<file path="src/rtl/multimode_counter_gen_if.sv">
// multimode_counter_gen_if: control/status bundle for multimode_counter_gen
// master drives en/mode/load/load_val/lo_lim/hi_lim/step and observes count/dir/at_limit/wrap/cfg_err
// slave is the counter side of the same bundle
interface multimode_counter_gen_if #(
  parameter int WIDTH = 8,
  parameter int STEP_W = 4
);
  logic en;
  logic [2:0] mode;
  logic load;
  logic [WIDTH-1:0] load_val;
  logic [WIDTH-1:0] lo_lim;
  logic [WIDTH-1:0] hi_lim;
  logic [STEP_W-1:0] step;
  logic [WIDTH-1:0] count;
  logic dir;
  logic at_limit;
  logic wrap;
  logic cfg_err;
  modport master (
    output en, mode, load, load_val, lo_lim, hi_lim, step,
    input count, dir, at_limit, wrap, cfg_err
  );
  modport slave (
    input en, mode, load, load_val, lo_lim, hi_lim, step,
    output count, dir, at_limit, wrap, cfg_err
  );
endinterface

</file>
<file path="src/rtl/multimode_counter_gen.sv">
// multimode_counter_gen: parametrised saturating/ping-pong/wrapping counter with registered status
// clk, rst_n (async, active-low); bus: multimode_counter_gen_if.slave carrying
//   en, mode, load, load_val, lo_lim, hi_lim, step in; count, dir, at_limit, wrap, cfg_err out
// Optional MMC_PRESCALE_EN: adds PRE_W and prescale input; a step happens every (prescale+1)-th en cycle
module multimode_counter_gen #(
  parameter int WIDTH = 8,
  parameter int STEP_W = 4
`ifdef MMC_PRESCALE_EN
  , parameter int PRE_W = 8
`endif
) (
  input logic clk,
  input logic rst_n,
`ifdef MMC_PRESCALE_EN
  input logic [PRE_W-1:0] prescale,
`endif
  multimode_counter_gen_if.slave bus
);
  logic [WIDTH-1:0] count_q;
  logic dir_q, at_q, wrap_q, err_q;
  logic [WIDTH:0] c, l, h, s, up, lo_s, range_w, excess, deficit, up_sat, dn_sat, res;
  logic cfg, tick, go, oor;
  logic nxt_dir, nxt_at, nxt_wrap;
  // everything is widened by one bit so sums and differences never wrap silently
  assign c = {1'b0, count_q};
  assign l = {1'b0, bus.lo_lim};
  assign h = {1'b0, bus.hi_lim};
  assign s = (WIDTH+1)'(bus.step);
  assign up = c + s;
  assign lo_s = l + s;
  assign range_w = h - l + 1'b1;
  assign excess = up - h - 1'b1;
  assign deficit = lo_s - c - 1'b1;
  assign up_sat = up > h ? h : up;
  assign dn_sat = c >= lo_s ? c - s : l;
  assign cfg = bus.lo_lim > bus.hi_lim;
  assign oor = c < l || c > h;
`ifdef MMC_PRESCALE_EN
  logic [PRE_W-1:0] pcnt;
  assign tick = bus.en && pcnt == prescale;
  always_ff @(posedge clk or negedge rst_n)
    if (!rst_n) pcnt <= '0;
    else if (bus.load) pcnt <= '0;
    else if (bus.en) pcnt <= tick ? '0 : pcnt + 1'b1;
`else
  assign tick = bus.en;
`endif
  assign go = tick && |bus.step && bus.mode <= 3'd4 && !cfg;
  // excess/deficit are always below step, so the modulo reduces to a plain
  // offset when range > step; otherwise the result clamps to the far bound
  always_comb begin
    res = c;
    nxt_dir = dir_q;
    nxt_at = 1'b0;
    nxt_wrap = 1'b0;
    if (bus.load) res = {1'b0, bus.load_val};
    else if (go && oor) res = (bus.mode == 3'd1 || bus.mode == 3'd4 || (bus.mode == 3'd2 && !dir_q)) ? h : l;
    else if (go) begin
      case (bus.mode)
        3'd0: begin
          nxt_at = c == h;
          res = up_sat;
        end
        3'd1: begin
          nxt_at = c == l;
          res = dn_sat;
        end
        3'd2: begin
          nxt_at = dir_q ? c == h : c == l;
          nxt_dir = nxt_at ? !dir_q : dir_q;
          res = dir_q ? up_sat : dn_sat;
        end
        3'd3: begin
          nxt_wrap = up > h;
          res = !nxt_wrap ? up : range_w > s ? l + excess : l;
        end
        3'd4: begin
          nxt_wrap = c < lo_s;
          res = !nxt_wrap ? c - s : range_w > s ? h - deficit : h;
        end
        default: res = c;
      endcase
    end
  end
  always_ff @(posedge clk or negedge rst_n)
    if (!rst_n) begin
      count_q <= '0;
      dir_q <= 1'b1;
      at_q <= 1'b0;
      wrap_q <= 1'b0;
      err_q <= 1'b0;
    end else begin
      count_q <= WIDTH'(res);
      dir_q <= nxt_dir;
      at_q <= nxt_at;
      wrap_q <= nxt_wrap;
      err_q <= cfg;
    end
  assign bus.count = count_q;
  assign bus.dir = dir_q;
  assign bus.at_limit = at_q;
  assign bus.wrap = wrap_q;
  assign bus.cfg_err = err_q;
endmodule

</file>
<file path="src/flat_wrapper.sv">
// flat-port wrapper written by rule: the top's interface ports become plain ports
module multimode_counter_gen_flat 
#(
  parameter int WIDTH = 8,
  parameter int STEP_W = 4

)
  (clk, rst_n, bus_en, bus_mode, bus_load, bus_load_val, bus_lo_lim, bus_hi_lim, bus_step, bus_count, bus_dir, bus_at_limit, bus_wrap, bus_cfg_err);
  multimode_counter_gen_if #(.WIDTH(WIDTH), .STEP_W(STEP_W)) bus_i ();
  input logic clk;
  input logic rst_n;
  input wire logic [$bits(bus_i.en)-1:0] bus_en;
  input wire logic [$bits(bus_i.mode)-1:0] bus_mode;
  input wire logic [$bits(bus_i.load)-1:0] bus_load;
  input wire logic [$bits(bus_i.load_val)-1:0] bus_load_val;
  input wire logic [$bits(bus_i.lo_lim)-1:0] bus_lo_lim;
  input wire logic [$bits(bus_i.hi_lim)-1:0] bus_hi_lim;
  input wire logic [$bits(bus_i.step)-1:0] bus_step;
  output wire logic [$bits(bus_i.count)-1:0] bus_count;
  output wire logic [$bits(bus_i.dir)-1:0] bus_dir;
  output wire logic [$bits(bus_i.at_limit)-1:0] bus_at_limit;
  output wire logic [$bits(bus_i.wrap)-1:0] bus_wrap;
  output wire logic [$bits(bus_i.cfg_err)-1:0] bus_cfg_err;
  assign bus_i.en = bus_en;
  assign bus_i.mode = bus_mode;
  assign bus_i.load = bus_load;
  assign bus_i.load_val = bus_load_val;
  assign bus_i.lo_lim = bus_lo_lim;
  assign bus_i.hi_lim = bus_hi_lim;
  assign bus_i.step = bus_step;
  assign bus_count = bus_i.count;
  assign bus_dir = bus_i.dir;
  assign bus_at_limit = bus_i.at_limit;
  assign bus_wrap = bus_i.wrap;
  assign bus_cfg_err = bus_i.cfg_err;
  multimode_counter_gen #(.WIDTH(WIDTH), .STEP_W(STEP_W)) u_core (.clk(clk), .rst_n(rst_n), .bus(bus_i));
endmodule
</file>
<file path="config.mk">
export PLATFORM = sky130hd
export DESIGN_NAME = multimode_counter_gen_flat
export DESIGN_NICKNAME = d
export VERILOG_FILES = /design/src/rtl/multimode_counter_gen_if.sv /design/src/rtl/multimode_counter_gen.sv /design/src/flat_wrapper.sv
export SDC_FILE = /design/constraint.sdc
export NUM_CORES = 1
export LEC_CHECK = 0
export ABC_AREA = 1
export BUFFER_PORTS_ARGS = -buffer_cell sky130_fd_sc_hd__buf_2
export CORE_MARGIN = 1.5
export CORE_UTILIZATION = 60
export DETAILED_ROUTE_END_ITERATION = 8
export PLACE_DENSITY = 0.91
export SLEW_MARGIN = 20
export SYNTH_ARGS = -nofsm -noshare
export SYNTH_HDL_FRONTEND = slang
export SYNTH_SLANG_ARGS = --single-unit
</file>
<file path="constraint.sdc">
create_clock -name clk -period 4 [get_ports clk]
set_input_delay 0 -clock clk [delete_from_list [all_inputs] [get_ports clk]]
set_output_delay 0 -clock clk [all_outputs]
set_load 0.03 [all_outputs]
</file>
After elaboration in Yosys (flattened, before gate mapping)
Index checks and enable logic that the tools add are counted.
{ "totals": {"regBits": 12, "latchBits": 0, "ramBits": 0, "mem_bits_ro": 0, "input_bits": 35, "out_inout_bits": 12, "word_cells": 69, "n_memories": 0} }
{ "op_classes": {"n_addsub": 11, "mul": 0, "n_div": 0, "order_cmp": 8, "n_eq_ne": 6, "shift": 0, "n_mux": 21, "bitwise": 2, "reduce_logical": 16} }
{ "ops": {"columns": ["op", "count"], "rows": [
  ["$mux 8", 11],
  ["$pmux 8 s5", 1],
  ["$sub 8x8->8", 3],
  ["$add 8x4->9", 2],
  ["$eq 8x8->1", 2],
  ["$gt 8x8->1", 2],
  ["$sub 8x1->8 const B", 2],
  ["$add 9x1->9 const B", 1],
  ["$ge 8x9->1", 1],
  ["$gt 9x4->1", 1],
  ["$gt 9x8->1", 1],
  ["$lt 8x9->1", 1],
  ["$sub 8x8->9", 1],
  ["$add 8x8->8", 1],
  ["$lt 8x8->1", 1],
  ["$sub 8x4->8", 1],
  ["$mux 1", 7],
  ["$reduce_bool 7->1", 1],
  ["$eq 3x2->1 const B", 2],
  ["$logic_and 1x1->1", 5],
  ["$reduce_and 5->1", 1],
  ["$reduce_or 4->1", 1],
  ["$eq 3x1->1 const B", 1],
  ["$eq 3x3->1 const B", 1],
  ["other kinds (9)", 13]
]} }

Depth between registers and ports, before layout
{ "depth": {"ltp_word": 10, "depth_mapped": 28, "ltp_nobuf": 28} }

Worst setup path after synthesis
OpenSTA, ideal clock, no wires.
{ "synth_timing": {"kind": "flip-flop to flip-flop", "startpoint": "reg u_core.count_q[1], in the netlist u_core.bus.count[1]", "endpoint": "reg u_core.count_q[7], in the netlist u_core.bus.count[7]", "setup_time_ns": 0.116, "t_arrival_ns": 3.549, "required_time_ns": 3.884, "path_slack_ns": 0.334, "path_stages_with_launch": 23, "path_buffers": 0, "synth_period_minus_slack_ns": 3.666, "cell_sequence": "dfrtp_1 fa_1 inv_1 nor2_1 nor2_1 o21bai_2 nand2_1 nor2_2 xor2_1 inv_1 fa_1 ha_1 nand2_1 inv_1 nand4_1 nand3_1 xor2_1 xor2_1 nor2_1 o21bai_1 nand4_1 nand2_1 nand2_1"} }
{ "synth_between": {"elab_chain_len": 10, "elab_cells_between_ends": 29, "cone_classes": "add/sub (8); order compare (5); mux (11); reduce/logical (5)"} }
{ "synth_rtl": {"columns": ["element", "line_no", "text"], "rows": [
  ["start: declaration", "multimode_counter_gen.sv:19", "logic [WIDTH-1:0] count_q;"],
  ["start signal: assignment", "multimode_counter_gen.sv:93", "count_q <= WIDTH'(res);"],
  ["$add 8x4->9", "multimode_counter_gen.sv:29", "assign up = c + s;"],
  ["$sub 8x8->8", "multimode_counter_gen.sv:32", "assign excess = up - h - 1'b1;"],
  ["$sub 8x1->8", "multimode_counter_gen.sv:32", null],
  ["$add 8x8->8", "multimode_counter_gen.sv:75", "res = !nxt_wrap ? up : range_w > s ? l + excess : l;"],
  ["$mux 8 (2 in a row)", "multimode_counter_gen.sv:75", null],
  ["$pmux 8 s5", "multimode_counter_gen.sv:59", "case (bus.mode)"],
  ["$mux 8", "multimode_counter_gen.sv:58", "else if (go) begin"],
  ["$mux 8", "multimode_counter_gen.sv:57", "else if (go && oor) res = (bus.mode == 3'd1 || bus.mode == 3'd4 || (bus.mode == 3'd2 && !dir_q)) ? h : l;"],
  ["$mux 8", "multimode_counter_gen.sv:56", "if (bus.load) res = {1'b0, bus.load_val};"]
]} }
Parallel ways exist; a longest one is shown, timed or not. The select of a mux whose other input is x is not followed.
A chain may end at the register's enable or synchronous reset.

Worst setup path in the final report
{ "layout_timing": {"startpoint": "reg u_core.count_q[1], in the netlist u_core.bus.count[1]", "endpoint": "reg u_core.count_q[6], in the netlist u_core.bus.count[6]"} }
The elaborated chain is that of the path after synthesis.

==> metrics.log <==
[metrics] run status: complete, no violations
[metrics] hold wc startpoint: bus_load_val[5]
[metrics] proportion of synthesized flip-flops having asynchronous set or reset: 1.00
[metrics] DR WL met2: 6540 µm
[metrics] worst reg2reg path startpoint: u_core.bus.count[1]
[metrics] routed length on met1: 5880 µm
[metrics] total die area: 0.00818 mm²
[metrics] count of port buffers added during placement: 46
[metrics] minimum period implied by the final worst setup slack: 3800 ps
[metrics] power spent charging and discharging nets: 1.00 mW
[metrics] worst min-delay path class: in -> reg
[metrics] launching element of the worst setup path: u_core.bus.count[1]
[metrics] main area contributors after synthesis: sky130_fd_sc_hd__ha_1, sky130_fd_sc_hd__nand2_1, sky130_fd_sc_hd__inv_1, sky130_fd_sc_hd__fa_1, sky130_fd_sc_hd__dfrtp_1
[metrics] core region area: 0.00733 mm²
[metrics] final critical-path share of the clock period: 0.949
[metrics] worst setup slack before clock tree synthesis: 237 ps
[metrics] violation count after the first detailed-routing iteration: 485
[metrics] Remaining DRCs: 0
[metrics] most used flip-flop cell after synthesis: sky130_fd_sc_hd__dfrtp_1
[metrics] register area share after synthesis: 0.0657
[metrics] instance area at placement: 0.00495 mm²
[metrics] slew at the pin closest to its max-slew limit: 990 ps
[metrics] max-slew violation total from the final report: 0
[metrics] worst setup slack after layout: 205 ps
[metrics] post-route core utilization: 0.690
[metrics] count of state elements after synthesis: 12
[metrics] synthesized cell area: 0.00459 mm²
[metrics] Worst EP arrival: 3920 ps
[metrics] die outline width: 90.5 µm
[metrics] Post-Syn Area per Cell: 6.54 µm²
[metrics] num rows: 31
[metrics] max-cap check violation count: 0
[metrics] latest clock arrival within the worst-skew pair: 250 ps
[metrics] # clock sinks: 12
[metrics] highest metal used: met4
[metrics] cell type contributing the most total cell area after synthesis: sky130_fd_sc_hd__ha_1
[metrics] antenna-violating nets left: 0
[metrics] synthesized netlist net count: 842
[metrics] number of global-route vias before repair: 5084
[metrics] endpoints failing setup: 0
[metrics] Worst path most repeated cell: sky130_fd_sc_hd__nand2_1
[metrics] worst ir drop on vdd: 0.203 mV
[metrics] HPWL after detailed placement: 12300 µm
[metrics] top-area cell type share of the netlist area: 0.234
[metrics] number of CTS-inserted buffers: 3
[metrics] Leakage: 2.83 nW
[metrics] critical-path cell list: ha_1 -> nor2_1 -> nand2_1 -> nand2_1 -> nand2_1 -> nand2_1 -> xor2_1 -> inv_1 -> fa_1 -> inv_1 -> ha_1 -> a21boi_0 -> nor2_1 -> nand2_1 -> nand2_1 -> nand2_1 -> nand3_1 -> nand2_1 -> nand2_1 -> a21oi_1 -> nand3_1 -> nand2_1 -> nand3_1
[metrics] drt total wl: 15000 µm
[metrics] height of the chip: 90.5 µm
[metrics] worst slew margin relative to its limit: 0.333
[metrics] category of the worst setup path capture point: flip-flop
[metrics] clock root buffer: sky130_fd_sc_hd__clkbuf_8
[metrics] delay of the slowest critical-path stage: 480 ps
[metrics] kind of launch point of the worst setup path: flip-flop
[metrics] # IOs: 47
[metrics] final non-filler cell area: 0.00506 mm²
[metrics] number of warning messages in the yosys log: 0
[metrics] count of TritonRoute iterations in the first routing pass: 6
[metrics] clock-pin slew on the worst setup and hold paths: 60 ps
[metrics] power density over the cells: 351 mW/mm²
[metrics] Net Sw Frac: 0.564
[metrics] Pint: 0.774 mW
[metrics] detailed-route wire length per cell: 17.5 µm
[metrics] Max stage delay cell, worst path: sky130_fd_sc_hd__dfrtp_2
[metrics] global-route wire length before repair: 24600 µm
[metrics] Area Growth Syn to Fin: 10.3%
[metrics] fraction of final layout cells sized beyond drive strength 1: 0.128
[metrics] Yosys cell types: 45
[metrics] Starting Density: 0.626
[metrics] ratio of routed vias to standard cells: 6.09
[metrics] DR WL met3: 1580 µm
[metrics] global placement routability congestion: 1.08
[metrics] Max Root-Sink Buffers: 2
[metrics] Req. time, crit path: 4120 ps
[metrics] nets@finish: 897
[metrics] achievable frequency: 263 MHz
[metrics] Layout Skew: 0.983 ps
[metrics] gr ovfl total: 0
[metrics] total inserted antenna cells: 0
[metrics] overall global routing resource usage: 0.373
[metrics] number of synthesized flops with an enable pin: 0
[metrics] via count: 5205
[metrics] number of antenna violations at the first check in global routing: 0
[metrics] final hold violations: 0
[metrics] unrepaired setup endpoints after global routing: yes
[metrics] H-Tree Level Count: 1
[metrics] register share of total power: 0.088
[metrics] combinational share of power: 0.833
[metrics] cell count after synthesis: 702
[metrics] Setup Crit Path Kind: reg -> reg
[metrics] largest fanout on the critical path: 7
[metrics] pin count of the biggest net entering global routing: 20
[metrics] CTS tree: done
[metrics] power share of the clock group: 0.079
## final cells by class
cell class              instances  area (µm²)
multi-input cells             566        3800
well taps                      99         124
inverters                     113         424
clock buffers                   4        55.1
repair buffers                 61         350
fillers                       617        2270
flip-flops and latches         12         303
## power by group through the flow
stage          Combinational, mW  Clock, mW  Sequential, mW
5_1_grt                     1.63      0.149           0.158
2_1_floorplan               1.03          0           0.187
3_5_place_dp                1.40          0           0.158
6_report                    1.48      0.140           0.156
3_3_place_gp                1.35          0           0.157
4_1_cts                     1.42      0.139           0.156
## per-layer routing
layer | up-vias | track usage
met4 | 0 | 0.187
met3 | 88 | 0.0690
met1 | 2354 | 0.468
li1 | 2420 | -
met2 | 343 | 0.610
met5 | - | 0
## synthesized netlist by cell type (5+ instances only)
cell type / instances
sky130_fd_sc_hd__nand2_1: 176
sky130_fd_sc_hd__inv_1: 108
sky130_fd_sc_hd__ha_1: 86
sky130_fd_sc_hd__nand3_1: 52
sky130_fd_sc_hd__a21oi_1: 49
sky130_fd_sc_hd__nor2_1: 38
sky130_fd_sc_hd__o21ai_0: 34
sky130_fd_sc_hd__xor2_1: 21
sky130_fd_sc_hd__fa_1: 19
sky130_fd_sc_hd__nand4_1: 13
sky130_fd_sc_hd__o21ai_1: 13
sky130_fd_sc_hd__dfrtp_1: 11
sky130_fd_sc_hd__xnor2_1: 7
sky130_fd_sc_hd__a21oi_2: 5
sky130_fd_sc_hd__nand2_2: 5
sky130_fd_sc_hd__nor3_1: 5
sky130_fd_sc_hd__o211ai_1: 5
## registers in the layout (all words and copies together) (netlist names)
name                 flops
u_core.bus.dir           1
u_core.bus.at_limit      1
u_core.bus.count         8
u_core.bus.wrap          1
u_core.bus.cfg_err       1
## logic make-up after synthesis
family / Yosys count / share of synthesized area
AND/OR/NAND/NOR: 304 / 0.290
buffers and inverters: 124 / 0.110
XOR/XNOR: 28 / 0.0534
flip-flops: 12 / 0.0657
AO/OA/AOI/OAI: 129 / 0.163
adder cells (fa/ha/maj): 105 / 0.317
## worst max-delay path: cells and delay by family (launching register included)
kind | cells | cell delay (ps)
xor+xnor | 1 | 240
fa+ha+maj | 3 | 1140
compound gates | 2 | 480
flops | 1 | 480
simple gates | 15 | 1180
buf+inv | 2 | 150
## repair_timing
action	4_1_cts	5_1_grt
endpoints found under the setup margin	0	5
hold endpoints to repair	14	0
buffers inserted	0	1
hold buffers	3	0
gates resized for setup	0	6
## cells in the final DEF (no fill, tap or decap), types with 13 or more instances in the layout
| cell type | instances |
|---|---|
| sky130_fd_sc_hd__xor2_1 | 21 |
| sky130_fd_sc_hd__o21ai_0 | 33 |
| sky130_fd_sc_hd__buf_2 | 46 |
| sky130_fd_sc_hd__nor2_1 | 38 |
| sky130_fd_sc_hd__a21oi_1 | 48 |
| sky130_fd_sc_hd__nand4_1 | 13 |
| sky130_fd_sc_hd__nand3_1 | 52 |
| sky130_fd_sc_hd__o21ai_1 | 14 |
| sky130_fd_sc_hd__nand2_1 | 176 |
| sky130_fd_sc_hd__inv_1 | 108 |
| sky130_fd_sc_hd__fa_1 | 18 |
| sky130_fd_sc_hd__ha_1 | 84 |
## through the flow
stage	TNS (ps)	hold WS (ps)	total power [mW]	instances
after floorplan	0	-296	1.21	702
after global placement	0	-100	1.51	847
after global routing	-27.3	70.8	1.94	855
final	0	54.6	1.78	855
after CTS	0	52.1	1.71	854
after detailed placement	0	-99.9	1.56	847
## worst paths after layout
kind	to	slack, ps	depth (start not counted)
hold / removal	u_core.bus.count[5]	50	5
min in group asynchronous	u_core.bus.cfg_err	160	2
hold reg to reg	u_core.bus.dir	600	2
setup / recovery	u_core.bus.count[6]	200	23
max in group asynchronous	u_core.bus.dir	3560	2
setup reg to reg	u_core.bus.count[6]	200	23
(Power assumes the default switching activity.)
